## config.mk

```make
export PLATFORM = sky130hd
export DESIGN_NAME = shift_reg_test_sequencer_flat
export DESIGN_NICKNAME = d
export VERILOG_FILES = /design/src/rtl/shift_reg_test_sequencer_if.sv /design/src/rtl/shift_reg_test_sequencer.sv /design/src/flat_wrapper.sv
export SDC_FILE = /design/constraint.sdc
export NUM_CORES = 1
export LEC_CHECK = 0
export ABC_CLOCK_PERIOD_IN_PS = 1800
export CORE_UTILIZATION = 35
export CTS_BUF_LIST = sky130_fd_sc_hd__clkbuf_8
export DETAILED_ROUTE_END_ITERATION = 10
export HOLD_SLACK_MARGIN = 0.06
export PLACE_DENSITY = 0.7
export SLEW_MARGIN = 20
export SYNTH_ARGS = -nofsm -noshare
export SYNTH_HDL_FRONTEND = slang
export SYNTH_SLANG_ARGS = --single-unit
export TNS_END_PERCENT = 10
```

## constraint.sdc

```tcl
create_clock -name clk -period 1.8 [get_ports clk]
set_input_delay 0.27 -clock clk [delete_from_list [all_inputs] [get_ports clk]]
set_output_delay 0.27 -clock clk [all_outputs]
set_load 0.01 [all_outputs]
```

## src/rtl/shift_reg_test_sequencer_if.sv

```systemverilog
// Bus between the self-test sequencer and a 74299-style universal shift register:
// mode, serial fill and parallel load lines out, parallel output back.
interface shift_reg_test_sequencer_if #(
  parameter int WIDTH = 8
);
  logic             s1;
  logic             s0;
  logic             dsr;
  logic             dsl;
  logic [WIDTH-1:0] par_d;
  logic             oe_n;
  logic [WIDTH-1:0] dut_q;

  modport master (
    output s1, s0, dsr, dsl, par_d, oe_n,
    input  dut_q
  );

  modport slave (
    input  s1, s0, dsr, dsl, par_d, oe_n,
    output dut_q
  );
endinterface

```

## src/rtl/shift_reg_test_sequencer.sv

```systemverilog
// Fixed self-test sequencer for a 74299-style shift register: load, shift right, shift left, hold.
// Define SHIFT_REG_TEST_SELFCHECK_EN to build the expected-value model, comparator and error counter.
module shift_reg_test_sequencer #(
  parameter int WIDTH     = 8,
  parameter int SHIFT_CNT = 8,
  parameter int ERR_W     = 8
) (
  input  logic                     clk,
  input  logic                     rst_n,
  input  logic                     start,
  input  logic                     abort,
  input  logic [WIDTH-1:0]         pattern,
  input  logic                     dsr_val,
  input  logic                     dsl_val,
  shift_reg_test_sequencer_if.master dut_bus,
  output logic                     busy,
  output logic                     done,
  output logic [ERR_W-1:0]         err_cnt,
  output logic                     pass
);

  localparam logic [2:0] ST_IDLE  = 3'd0;
  localparam logic [2:0] ST_LOAD  = 3'd1;
  localparam logic [2:0] ST_SHR   = 3'd2;
  localparam logic [2:0] ST_SHL   = 3'd3;
  localparam logic [2:0] ST_HOLD  = 3'd4;
  localparam logic [2:0] ST_DRAIN = 3'd5;
  localparam logic [2:0] ST_DONE  = 3'd6;

  localparam logic [15:0] SHIFT_LAST = 16'(SHIFT_CNT - 1);

  logic [2:0]       state;
  logic [15:0]      cnt;
  logic [WIDTH-1:0] pat_r;
  logic             dsr_r;
  logic             dsl_r;
  logic             start_acc;

  assign start_acc = (state == ST_IDLE) && start;

  // Sequencing: the counter times both shift phases and the two-cycle hold.
  always_ff @(posedge clk) begin
    if (!rst_n) begin
      state <= ST_IDLE;
      cnt   <= '0;
    end else if (abort && (state != ST_IDLE)) begin
      state <= ST_IDLE;
      cnt   <= '0;
    end else begin
      case (state)
        ST_IDLE: begin
          if (start) state <= ST_LOAD;
        end
        ST_LOAD: begin
          state <= ST_SHR;
          cnt   <= SHIFT_LAST;
        end
        ST_SHR: begin
          if (cnt == '0) begin
            state <= ST_SHL;
            cnt   <= SHIFT_LAST;
          end else begin
            cnt <= cnt - 16'd1;
          end
        end
        ST_SHL: begin
          if (cnt == '0) begin
            state <= ST_HOLD;
            cnt   <= 16'd1;
          end else begin
            cnt <= cnt - 16'd1;
          end
        end
        ST_HOLD: begin
          if (cnt == '0) state <= ST_DRAIN;
          else           cnt   <= cnt - 16'd1;
        end
        ST_DRAIN: state <= ST_DONE;
        ST_DONE:  state <= ST_IDLE;
        default:  state <= ST_IDLE;
      endcase
    end
  end

  // Run parameters are captured once per accepted start and held for the whole run.
  always_ff @(posedge clk) begin
    if (rst_n && start_acc) begin
      pat_r <= pattern;
      dsr_r <= dsr_val;
      dsl_r <= dsl_val;
    end
  end

  always_comb begin
    dut_bus.s1    = 1'b0;
    dut_bus.s0    = 1'b0;
    dut_bus.dsr   = 1'b0;
    dut_bus.dsl   = 1'b0;
    dut_bus.par_d = '0;
    dut_bus.oe_n  = 1'b1;
    busy          = (state != ST_IDLE);
    done          = (state == ST_DONE);
    if (state != ST_IDLE) begin
      dut_bus.dsr = dsr_r;
      dut_bus.dsl = dsl_r;
    end
    case (state)
      ST_LOAD: begin
        dut_bus.s1    = 1'b1;
        dut_bus.s0    = 1'b1;
        dut_bus.par_d = pat_r;
        dut_bus.oe_n  = 1'b0;
      end
      ST_SHR: begin
        dut_bus.s0   = 1'b1;
        dut_bus.oe_n = 1'b0;
      end
      ST_SHL: begin
        dut_bus.s1   = 1'b1;
        dut_bus.oe_n = 1'b0;
      end
      ST_HOLD, ST_DRAIN: dut_bus.oe_n = 1'b0;
      default: ;
    endcase
  end

`ifdef SHIFT_REG_TEST_SELFCHECK_EN
  logic [WIDTH-1:0] expect_q;
  logic [ERR_W-1:0] err_q;
  logic             cmp_en;
  logic             mismatch;

  function automatic logic [ERR_W-1:0] sat_inc(input logic [ERR_W-1:0] v);
    return (&v) ? v : v + ERR_W'(1);
  endfunction

  // Each compare sees the DUT after the previous cycle's operation.
  assign cmp_en   = (state == ST_SHR) || (state == ST_SHL) ||
                    (state == ST_HOLD) || (state == ST_DRAIN);
  assign mismatch = cmp_en && (dut_bus.dut_q != expect_q);

  always_ff @(posedge clk) begin
    if (!rst_n) begin
      expect_q <= '0;
    end else begin
      case (state)
        ST_LOAD: expect_q <= pat_r;
        ST_SHR:  expect_q <= {dsr_r, expect_q[WIDTH-1:1]};
        ST_SHL:  expect_q <= {expect_q[WIDTH-2:0], dsl_r};
        default: ;
      endcase
    end
  end

  always_ff @(posedge clk) begin
    if (!rst_n)        err_q <= '0;
    else if (start_acc) err_q <= '0;
    else if (mismatch)  err_q <= sat_inc(err_q);
  end

  assign err_cnt = err_q;
  assign pass    = (err_q == '0);
`else
  logic unused_dut_q;

  assign unused_dut_q = ^dut_bus.dut_q;
  assign err_cnt      = '0;
  assign pass         = 1'b1;
`endif

endmodule

```

## src/flat_wrapper.sv

```systemverilog
// flat-port wrapper written by rule: the top's interface ports become plain ports
module shift_reg_test_sequencer_flat 
#(
  parameter int WIDTH     = 8,
  parameter int SHIFT_CNT = 8,
  parameter int ERR_W     = 8
)
  (clk, rst_n, start, abort, pattern, dsr_val, dsl_val, busy, done, err_cnt, pass, dut_bus_s1, dut_bus_s0, dut_bus_dsr, dut_bus_dsl, dut_bus_par_d, dut_bus_oe_n, dut_bus_dut_q);
  shift_reg_test_sequencer_if #(.WIDTH(WIDTH)) dut_bus_i ();
  input  logic clk;
  input  logic rst_n;
  input  logic start;
  input  logic abort;
  input  logic [WIDTH-1:0] pattern;
  input  logic dsr_val;
  input  logic dsl_val;
  output logic busy;
  output logic done;
  output logic [ERR_W-1:0] err_cnt;
  output logic pass;
  output wire logic [$bits(dut_bus_i.s1)-1:0] dut_bus_s1;
  output wire logic [$bits(dut_bus_i.s0)-1:0] dut_bus_s0;
  output wire logic [$bits(dut_bus_i.dsr)-1:0] dut_bus_dsr;
  output wire logic [$bits(dut_bus_i.dsl)-1:0] dut_bus_dsl;
  output wire logic [$bits(dut_bus_i.par_d)-1:0] dut_bus_par_d;
  output wire logic [$bits(dut_bus_i.oe_n)-1:0] dut_bus_oe_n;
  input wire logic [$bits(dut_bus_i.dut_q)-1:0] dut_bus_dut_q;
  assign dut_bus_s1 = dut_bus_i.s1;
  assign dut_bus_s0 = dut_bus_i.s0;
  assign dut_bus_dsr = dut_bus_i.dsr;
  assign dut_bus_dsl = dut_bus_i.dsl;
  assign dut_bus_par_d = dut_bus_i.par_d;
  assign dut_bus_oe_n = dut_bus_i.oe_n;
  assign dut_bus_i.dut_q = dut_bus_dut_q;
  shift_reg_test_sequencer #(.WIDTH(WIDTH), .SHIFT_CNT(SHIFT_CNT), .ERR_W(ERR_W)) u_core (.clk(clk), .rst_n(rst_n), .start(start), .abort(abort), .pattern(pattern), .dsr_val(dsr_val), .dsl_val(dsl_val), .dut_bus(dut_bus_i), .busy(busy), .done(done), .err_cnt(err_cnt), .pass(pass));
endmodule
```

* After elaboration in Yosys (flattened, before gate mapping)
Index checks and enable logic that the tools add are counted.
Storage, ports and cells: register bits after elaboration 29, bits in latches 0, memory bits (writable) 0, bits in read-only memories 0, bits of input ports 22, output and inout port bits 24, word-level logic and storage cells 46, memories kept 0
Operators by class: add/subtract/negate cells 1, multipliers 0, divide/modulo/power cells 0, magnitude comparators 0, equality and inequality tests 11, shift operators 0, multiplexer cells 15, bitwise operators 1, reductions and logical operators 13
Operators by type and width (count):
- one-hot mux 16 bit (4 select lines) | 1
- 2-to-1 mux 16 bit | 3
- one-hot mux 3 bit (6 select lines) | 1
- logical NOT 16 bit | 1
- subtractor 16 x 1 -> 16 bit, second input constant | 1
- 2-to-1 mux 3 bit | 4
- equality test 3 bit, second input constant | 3
- 2-to-1 mux 8 bit | 1
- equality test 3 x 2 -> 1 bit, second input constant | 2
- inequality test 2 x 1 -> 1 bit, second input constant | 3
- OR reduction 2 bit | 3
- 2-to-1 mux 1 bit | 5
- OR reduction 5 bit | 1
- inequality test 2 bit, second input constant | 2
- AND reduction 4 bit | 1
- nonzero test 4 bit | 1
- equality test 3 x 1 -> 1 bit, second input constant | 1
- logical AND 1 bit | 3
- logical NOT 3 bit | 1
- nonzero test 3 bit | 1
- AND reduction 2 bit | 1
- NOT 1 bit | 1

* Longest topological paths before layout
depth in word-level cells 3, mapped depth 8, depth with buffers taken out 7

* Worst setup path after synthesis
Ideal clock, no wire load.
path type register -> register, start point reg u_core.cnt[0], end point reg u_core.cnt[5], library setup time 0.070 ns, data arrival time 1.730 ns, required time 1.730 ns, setup slack 0.001 ns, stages on the path, launching flop included 8, buffers on the path 0, period minus slack after synthesis 1.799 ns, path through dfxtp_1 inv_1 ha_1 nor4b_2 nand4_1 a21boi_2 or4_1 a21oi_1
On the way: cells in the longest elaborated chain, start to end 3, elaborated cells between the ends (all ways) 8, those cells by class add/sub (1); eq/ne (1); mux (4); reduce/logical (2)
RTL lines:
- start: declaration | line shift_reg_test_sequencer.sv:33 | logic [15:0] cnt;
- start signal: assignment | line shift_reg_test_sequencer.sv:63 | cnt <= cnt - 16'd1;
- start signal: assignment | line shift_reg_test_sequencer.sv:71 | cnt <= cnt - 16'd1;
- start signal: assignment | line shift_reg_test_sequencer.sv:76 | else cnt <= cnt - 16'd1;
- subtractor 16 x 1 -> 16 bit / logical NOT 16 bit (equally long branches)
- 2-to-1 mux 16 bit (tied with other cells) | line shift_reg_test_sequencer.sv:75 | if (cnt == '0) state <= ST_DRAIN;
- one-hot mux 16 bit (4 select lines) / AND reduction 2 bit (equally long branches)
Several ways; a longest one is shown, not always the timed one. The select of a mux whose other input is x is not followed. A chain may end at the register's enable or synchronous reset.

* Worst setup path after layout
start point reg u_core.cnt[1], end point reg u_core.cnt[8]
The elaborated chain is that of the path after synthesis.

==> metrics.cfg <==
[sta]
hold_violations=0
rsz0062_at_grt=true
final_max_slew_viol_count=0
worst_slack_ns=-0.0448
setup_viol=6
layout_min_cycle_time_ns=1.84
fin_crit_sh=1.02
clock_skew_ns=0.00457
fmax_ghz=0.542

[critical_path]
critPathArrivalTime_ns=2.02
crit_fanout=8
crit_type=flip-flop to flip-flop
startpoint_type=flip-flop
crit_path_end_kind=flip-flop
cp_data_required_time_ns=1.97

[drt]
wirelength_microns=4260
vias=1594
drcViolationCount=0
first_pass_iters=4
drt_iter0_drc=115
ant_nets=0
post_drt_via_cell_ratio=4.87
routedWlPerCell_microns=13.0

[outcome]
status=finished with violations
violations=negative setup slack

[power]
ir_drop_uv=929
p_switching_mw=2.32
p_per_area_nw_per_um2=2110
p_clk_frac=0.093
combPwrFrac=0.695
p_leak_nw=1.06
intPower_mw=2.95
pwr-share-seq=0.212
swShare=0.439

[cts]
htreeDepth=2
root_buffer=clkbuf_8
clkTransAtPathRegs_ns=0.06
clk_latency_ns=0.28
cts_made_buffers=5
clkSinkCount=29
cts_tree=built
clockBufferDepth=2

[yosys]
synthMuxAreaShare=0.00577
synth-xor-area-share=0.0303
synth_area_sq_um=1730
synth_area_leaders=dfxtp_1, edfxtp_1, and2_1
async_flop_share=0
synth_warnings=0
synth-edff-count=10
yosys.area_share.adder=0.0144
avgSynthCellArea_sq_um=9.22
synth_top_area_frac=0.219
ys_seq_elements=29
synth_compound_area_frac=0.186
synth_cell_types=56
synth_flop_cell=dfxtp_1
yosys.area.top_type=dfxtp_1
synth_cells=188
ys_seq_area_frac=0.392
synth_top_family_by_area=simple AND/OR/NAND/NOR gates
synthSimpleGateAreaFrac=0.293

[global_routing]
overflow=0
grtUsageMet1=0.238
grt_usage=0.176
grt_max_degree=12
grt_first_pass_wirelength_microns=6950
grt_pass1_vias=1464
busiest_layer=met2
use_met3=0.0333
antenna_found_initial=0
use_met2=0.263

[die]
num_rows=25
dieWidth_microns=72.4
die_area_sq_um=5240
core_sq_um=4750
ios=46
initial_utilization=0.365
die_y_microns=72.4

[finish]
fillers=452
diodes=0
drive_gt1_frac=0.327
final_area_sq_um=2500
area_growth_pct=43.9
nNetsFinal=283

[run]
drv_cap=0

[min_path]
hold_class=flip-flop to flip-flop

[placement]
place_area_sq_um=2350
numPortBuffers=28
dp_hpwl_microns=3280
dp_slack_ns=-0.114
globalplace.congestion=0.858

-- cell usage after synthesis, types with 2 or more instances --
| cell | n |
|---|---|
| dfxtp_1 | 19 |
| nor2_1 | 18 |
| and2_1 | 12 |
| a21oi_1 | 11 |
| buf_4 | 10 |
| edfxtp_1 | 10 |
| nand2_1 | 10 |
| inv_1 | 6 |
| o21ai_0 | 6 |
| a211oi_1 | 4 |
| a31oi_1 | 4 |
| nand2b_1 | 4 |
| nand3_1 | 4 |
| nor2b_1 | 4 |
| xor2_1 | 4 |
| buf_2 | 3 |
| nand4_1 | 3 |
| nor3_1 | 3 |
| o31ai_1 | 3 |
| or4_1 | 3 |
| a21o_1 | 2 |
| a21oi_2 | 2 |
| and3_1 | 2 |
| and4_1 | 2 |
| conb_1 | 2 |
| ha_1 | 2 |
| nor4_1 | 2 |
| nor4_4 | 2 |
| or3_1 | 2 |
| or3b_2 | 2 |
| xnor2_1 | 2 |
-- power groups by stage --
stage               clock network, mW  logic [mW]  registers, mW
floorplan                           0        1.97           1.12
global placement                    0        3.35           1.08
detailed placement                  0        3.41           1.10
CTS                             0.513        3.45           1.09
global route                    0.543        4.00           1.15
finish                          0.489        3.66           1.12
-- state kept, by name, indices dropped and copies added, names as in the netlist --
register / count
u_core.pat_r: 8
u_core.dsr_r: 1
u_core.dsl_r: 1
u_core.cnt: 16
u_core.state: 3
-- through the flow --
stage / cells / power [mW] / utilization / hold slack [ns] / TNS (ns)
final: 327 / 5.27 / 0.525 / 0.523 / -0.207
after global routing: 327 / 5.69 / 0.525 / 0.532 / -1.21
after CTS: 326 / 5.06 / 0.514 / 0.518 / -0.114
after detailed placement: 318 / 4.51 / 0.495 / 0.510 / -0.370
after global placement: 318 / 4.43 / 0.495 / 0.489 / -0.241
after floorplan: 195 / 3.09 / - / 0.369 / 0
-- worst max-delay path, cell delays in order, from the launching register on --
cell and delay [ns]:
dfxtp_2 0.32, inv_2 0.07, ha_4 0.13, nor4b_4 0.26, nand4_1 0.22, buf_4 0.20, a31oi_1 0.15, buf_4 0.20
o21ba_2 0.17
-- what timing repair did --
item                                   CTS  global route
gates resized for setup                 26            22
hold buffers                             0             0
endpoints found under the hold margin    0             0
pin swaps                                1            10
setup endpoints to repair               24            28
buffers inserted                         0             2
gates cloned                             0             0
-- kinds of logic after synthesis --
logic type | after synthesis
simple gates | 80
xor+xnor | 6
mux | 1
other cells | 2
compound gates | 47
flops | 29
fa+ha+maj | 2
buf+inv | 21
-- cells in the final DEF (no fill, tap or decap), types with 9 or more instances in the layout --
master	synthesis	layout
conb_1	2	9
buf_4	10	42
and2_1	12	12
nor2_1	18	14
nand2_1	10	10
clkdlybuf4s50_1	0	14
edfxtp_1	10	10
a21oi_1	11	9
dfxtp_1	19	14
dlygate4sd2_1	0	10
-- final timing paths --
kind / slack [ns] / endpoint / depth (start not counted) / from
worst max-delay path: -0.04 / u_core.cnt[8]$_SDFFE_PP0P_ / 8 / u_core.cnt[1]$_SDFFE_PP0P_
worst min-delay path: 0.52 / u_core.cnt[13]$_SDFFE_PP0P_ / 1 / u_core.cnt[13]$_SDFFE_PP0P_
worst min register to register: 0.52 / u_core.cnt[13]$_SDFFE_PP0P_ / 1 / u_core.cnt[13]$_SDFFE_PP0P_
worst max register to register: -0.04 / u_core.cnt[8]$_SDFFE_PP0P_ / 8 / u_core.cnt[1]$_SDFFE_PP0P_
-- metal layers --
layer	up-vias	part of all wire
met3	9	0.043
met5	-	0
li1	818	-
met4	0	0.025
met1	728	0.46
met2	39	0.47
-- final cells by class --
cell class | instances | area, sq um | area share
Multi-Input combinational cell | 145 | 1020 | 0.408
Sequential cell | 29 | 689 | 0.276
Timing Repair Buffer | 72 | 602 | 0.241
Tap cell | 67 | 83.8 | 0.0336
Clock buffer | 5 | 68.8 | 0.0276
Inverter | 6 | 22.5 | 0.00902
Clock inverter | 3 | 11.3 | 0.00451
Note: power is estimated with default switching activity, not from simulation.
